**src/rtl/led_chaser_if.sv**
```systemverilog
// Control/status bundle for led_chaser: run, direction, pattern mode and polarity
// in; registered LED drive and step pulse out.
interface led_chaser_if #(
   parameter int N = 4
);
   logic         EN;
   logic         DIR;
   logic [1:0]   MODE;
   logic         SW;
   logic [N-1:0] LED;
   logic         STEP;

   modport master (output EN, DIR, MODE, SW, input LED, STEP);
   modport slave  (input EN, DIR, MODE, SW, output LED, STEP);
endinterface

```
**src/rtl/led_chaser.sv**
```systemverilog
// Running-light generator: prescaled step tick drives dot / fill / bounce patterns
// on N LEDs. Bounce mode exists only when LED_CHASER_BOUNCE_EN is defined.
module led_chaser #(
   parameter int N   = 4,
   parameter int DIV = 5000000,
   parameter int CW  = 32
) (
   input  logic       CLK,
   input  logic       RST,
   led_chaser_if.slave ctl
);
   localparam int PW = $clog2(N);
   localparam logic [CW-1:0] CNT_LAST = CW'(DIV - 1);
   localparam logic [PW-1:0] POS_LAST = PW'(N - 1);

   typedef enum logic [1:0] {
      MODE_DOT    = 2'b00,
      MODE_FILL   = 2'b01,
      MODE_BOUNCE = 2'b10,
      MODE_RSV    = 2'b11
   } mode_t;

   mode_t         mode_q;
   mode_t         mode_in;
   logic [CW-1:0] cnt, cnt_d;
   logic [PW-1:0] pos, pos_d;
   logic [N-1:0]  base, pat, led_d;
   logic          step_d;
   logic          tick;
   logic          restart;
   logic          fill;

`ifdef LED_CHASER_BOUNCE_EN
   typedef enum logic {SWEEP_DN = 1'b0, SWEEP_UP = 1'b1} sweep_t;
   sweep_t up, up_d;
   logic   bounce;
`endif

   assign mode_in = mode_t'(ctl.MODE);

   // Reserved encoding falls through to dot; it still differs from mode_q for restart.
   always_comb begin
      fill = 1'b0;
`ifdef LED_CHASER_BOUNCE_EN
      bounce = 1'b0;
`endif
      case (mode_q)
         MODE_FILL:   fill = 1'b1;
`ifdef LED_CHASER_BOUNCE_EN
         MODE_BOUNCE: bounce = 1'b1;
`endif
         default:     ;
      endcase
   end

   always_comb begin
      base = '0;
      pat  = '0;
      for (int unsigned i = 0; i < N; i++) begin
         base[i] = fill ? (i <= 32'(pos)) : (i == 32'(pos));
      end
      for (int unsigned i = 0; i < N; i++) begin
         pat[i] = ctl.DIR ? base[i] : base[N-1-i];
      end
   end

   always_comb begin
      cnt_d   = cnt;
      pos_d   = pos;
      step_d  = 1'b0;
      led_d   = ctl.SW ? pat : ~pat;
      tick    = ctl.EN && (cnt == CNT_LAST);
      restart = (mode_in != mode_q);
`ifdef LED_CHASER_BOUNCE_EN
      up_d    = up;
`endif
      if (restart) begin
         cnt_d = '0;
         pos_d = '0;
`ifdef LED_CHASER_BOUNCE_EN
         up_d  = SWEEP_UP;
`endif
      end else if (tick) begin
         cnt_d  = '0;
         step_d = 1'b1;
         pos_d  = (pos == POS_LAST) ? '0 : pos + 1'b1;
`ifdef LED_CHASER_BOUNCE_EN
         // Turn around on the step that reaches an endpoint so each end shows once.
         if (bounce) begin
            if (up == SWEEP_UP) begin
               pos_d = pos + 1'b1;
               if (pos == POS_LAST - 1'b1) up_d = SWEEP_DN;
            end else begin
               pos_d = pos - 1'b1;
               if (pos == PW'(1)) up_d = SWEEP_UP;
            end
         end
`endif
      end else if (ctl.EN) begin
         cnt_d = cnt + 1'b1;
      end
   end

   always_ff @(posedge CLK) begin
      if (RST) begin
         cnt      <= '0;
         pos      <= '0;
         mode_q   <= MODE_DOT;
         ctl.LED  <= '0;
         ctl.STEP <= 1'b0;
`ifdef LED_CHASER_BOUNCE_EN
         up       <= SWEEP_UP;
`endif
      end else begin
         cnt      <= cnt_d;
         pos      <= pos_d;
         mode_q   <= mode_in;
         ctl.LED  <= led_d;
         ctl.STEP <= step_d;
`ifdef LED_CHASER_BOUNCE_EN
         up       <= up_d;
`endif
      end
   end
endmodule
```
**src/flat_wrapper.sv**
```systemverilog
// flat-port wrapper written by rule: the top's interface ports become plain ports
module led_chaser_flat 
#(
   parameter int N   = 4,
   parameter int DIV = 5000000,
   parameter int CW  = 32
)
  (CLK, RST, ctl_EN, ctl_DIR, ctl_MODE, ctl_SW, ctl_LED, ctl_STEP);
  led_chaser_if #(.N(N)) ctl_i ();
  input  logic CLK;
  input  logic RST;
  input wire logic [$bits(ctl_i.EN)-1:0] ctl_EN;
  input wire logic [$bits(ctl_i.DIR)-1:0] ctl_DIR;
  input wire logic [$bits(ctl_i.MODE)-1:0] ctl_MODE;
  input wire logic [$bits(ctl_i.SW)-1:0] ctl_SW;
  output wire logic [$bits(ctl_i.LED)-1:0] ctl_LED;
  output wire logic [$bits(ctl_i.STEP)-1:0] ctl_STEP;
  assign ctl_i.EN = ctl_EN;
  assign ctl_i.DIR = ctl_DIR;
  assign ctl_i.MODE = ctl_MODE;
  assign ctl_i.SW = ctl_SW;
  assign ctl_LED = ctl_i.LED;
  assign ctl_STEP = ctl_i.STEP;
  led_chaser #(.N(N), .DIV(DIV), .CW(CW)) u_core (.CLK(CLK), .RST(RST), .ctl(ctl_i));
endmodule
```
**config.mk**
```make
export PLATFORM = sky130hd
export DESIGN_NAME = led_chaser_flat
export DESIGN_NICKNAME = d
export VERILOG_FILES = /design/src/rtl/led_chaser_if.sv /design/src/rtl/led_chaser.sv /design/src/flat_wrapper.sv
export SDC_FILE = /design/constraint.sdc
export NUM_CORES = 1
export LEC_CHECK = 0
export BUFFER_PORTS_ARGS = -buffer_cell sky130_fd_sc_hd__buf_2
export CAP_MARGIN = 25
export CORE_MARGIN = 1.5
export CORE_UTILIZATION = 64
export DETAILED_ROUTE_END_ITERATION = 16
export PLACE_DENSITY = 0.92
export SYNTH_ARGS = -nofsm -noshare
export SYNTH_HDL_FRONTEND = slang
export SYNTH_SLANG_ARGS = --single-unit
```
**constraint.sdc**
```tcl
create_clock -name CLK -period 3.4 [get_ports CLK]
set_clock_uncertainty 0.2 [all_clocks]
set_input_delay 0.17 -clock CLK [delete_from_list [all_inputs] [get_ports CLK]]
set_output_delay 0.17 -clock CLK [all_outputs]
set_load 0.005 [all_outputs]
```
==> impl_metrics.csv <==
group,metric,value,unit
synth,avgSynthCellArea,8.753,µm²
floorplanning,core_area,3003,µm²
clock_network,cts_hold_buf,5,
synth,synth_edf_count,0,
sta,slew_viol_final,0,
clock_network,root_buffer,"clkbuf_4",
sta,hold_violations,0,
finish,fin_nets,256,
synth,async_flop_share,0,%
synth,ys_ff_latch,41,
job,maxCapViolCount,0,
routing,drt_iter0_drc,74,
finish,final_cell_mix,"45 x nor2_1, 41 x dfxtp_1, 27 x xor2_1, 16 x nand2_1, 15 x nand3_1",
synth,yosys_warnings,0,
clock_network,numCtsBuffers,5,
synth,syn_inst,228,
routing,num_vias,1602,
clock_network,clkSinkCount,41,
sta,hold_slack,77.25,ps
floorplanning,initial_core_util,66.46,%
global_routing,grtUsageTotal,23.49,%
finish,drive_gt1_share,10.57,%
place,place_inst,266,
sta,rsz0062_at_grt,"no",
worst_setup_path,crit_fanout,18,
clock_network,insertion_delay,340,ps
synth,synth.distinct_cells,36,
finish,layout.cells.non_filler,279,
synth,synth_area,1996,µm²
synth,synth_ff_type,"dfxtp_1",
power,ir_drop,0.0002809,V
finish,nFillCells,234,
min_path,hold_path.class,"in -> reg",
clock_network,htree_levels,2,
global_routing,antenna_found_initial,0,
sta,finalCritPeriodShare,67.13,%
sta,clock.fmax,438.2,MHz
place,dp_hpwl,2663,µm
finish,final_util,71.54,%
global_routing,grt_pass1_vias,1482,
routing,drt_pass1_iterations,4,
sta,final.min_clock_period,2282,ps
routing,viasPerCell,5.742,
global_routing,grt_pass1_wl,6237,µm
power,p_per_area,348.9,nW/µm²
routing,route.detailed.drc,0,
sta,setup_tns,0,ps
routing,wire_per_inst,12.98,µm
sta,setup_viol,0,
clock_network,cts_resized,0,
place,gp_congestion,0.8061,
synth,ys_seq_area_share,41.13,%
finish,final_common_cell,"nor2_1",
floorplanning,rows,20,
clock_network,path_clk_slew,100,ps
global_routing,overflow,0,
synth,syn_nets,239,
worst_setup_path,cp-end-kind,"flop",
floorplanning,die_w,58.84,µm
sta,slew_headroom,50.91,%
routing,antenna_left,0,
floorplanning,die_area,3462,µm²
worst_setup_path,crit_type,"reg -> reg",
clock_network,max-clock-path-buffers,2,
worst_setup_path,required,3430,ps
worst_setup_path,arrival,2310,ps
clock_network,post_cts_buffers,0,
global_routing,grt_max_degree,19,
power,p_leak,0.7855,nW
sta,worstMarginPinSlew,733.6,ps
floorplanning,boundaryPins,12,
finish,antennaDiodeCount,0,
place,port_buffers,11,
clock_network,tritoncts,"done",
worst_setup_path,start_kind,"flop",
run_status,status,"complete, no violations",
finish,syn2layout_area_growth,7.649,%
routing,routed_wl,3622,µm
floorplanning,die_y,58.84,µm
-- synth_stat cells, types with 3 or more instances --
cell / instances / area share (%)
nor2_1: 45 / 8.5
dfxtp_1: 41 / 41
xor2_1: 27 / 12
nand2_1: 16 / 3.0
nand3_1: 15 / 3.8
nand4_1: 13 / 4.1
xnor2_1: 7 / 3.1
nor3_1: 6 / 1.5
a21oi_1: 5 / 1.3
nor4_1: 5 / 1.6
and4_1: 4 / 1.8
ha_1: 4 / 2.5
inv_1: 4 / 0.75
o21ai_0: 4 / 1.0
and3_1: 3 / 0.94
buf_6: 3 / 1.7
nor2b_1: 3 / 0.94
-- registers in the layout, indices dropped and copies added, names as in the netlist --
| signal | count |
|---|---|
| u_core.cnt | 32 |
| u_core.ctl.STEP | 1 |
| u_core.mode_q | 2 |
| u_core.pos | 2 |
| u_core.ctl.LED | 4 |
-- metrics by stage --
step | setup WS, ps | cell area, µm² | power (mW)
global placement | 1177 | 2047 | 0.5309
finish | 1118 | 2148 | 0.7495
detailed placement | 1102 | 2047 | 0.5323
floorplan | 1533 | 1996 | 0.5245
global route | 876.3 | 2148 | 0.7843
CTS | 1083 | 2148 | 0.7580
-- power by group --
part	internal (mW)	switching [mW]
Sequential	0.485	0.00215
Combinational	0.0172	0.0210
Clock	0.0789	0.145
Total	0.581	0.168
-- layer usage --
layer / GRT usage [%] / part of all wire, %
met3: 6.813 / 3.2
met2: 38.57 / 49
met5: 0 / 0
met1: 29.01 / 46
met4: 9.091 / 1.4
-- cell families (layout without fill, tap and decap cells) --
| kind of cell | count (synthesis) | after routing | synth area share (%) |
|---|---|---|---|
| AO/OA/AOI/OAI | 14 | 14 | 4.201 |
| XOR/XNOR | 34 | 34 | 14.92 |
| adder cells (fa/ha/maj) | 4 | 4 | 2.508 |
| buffers and inverters | 11 | 29 | 3.385 |
| flip-flops | 41 | 41 | 41.13 |
| multiplexers | 2 | 2 | 1.003 |
| AND/OR/NAND/NOR | 122 | 122 | 32.85 |
-- area by class of cell --
| cell class | instances | area (µm²) | area share [%] |
|---|---|---|---|
| clock buffer | 6 | 41.29 | 1.922 |
| clock inverter | 2 | 10.01 | 0.4659 |
| inverter | 4 | 15.01 | 0.6989 |
| multi-input combinational | 176 | 1107 | 51.54 |
| sequential | 41 | 820.8 | 38.21 |
| tap | 33 | 41.29 | 1.922 |
| timing repair buffer | 17 | 112.6 | 5.242 |
-- worst max-delay path, cell delays in order, from the launching register on --
cell and delay, ps:
dfxtp_1 390, ha_1 220, and4_1 210, nand4_1 170, nor3_4 270, or2_1 350, buf_4 290, nor2_1 70
-- path summary, 6_finish.rpt --
check                start           endpoint  slack [ps]  cells past startpoint
max          u_core.cnt[0]      u_core.cnt[4]        1120                      7
min                ctl_DIR  u_core.ctl.LED[3]          80                      4
max reg2reg  u_core.cnt[0]      u_core.cnt[4]        1120                      7
min reg2reg  u_core.cnt[6]      u_core.cnt[6]         360                      2
(Power assumes the default switching activity.)
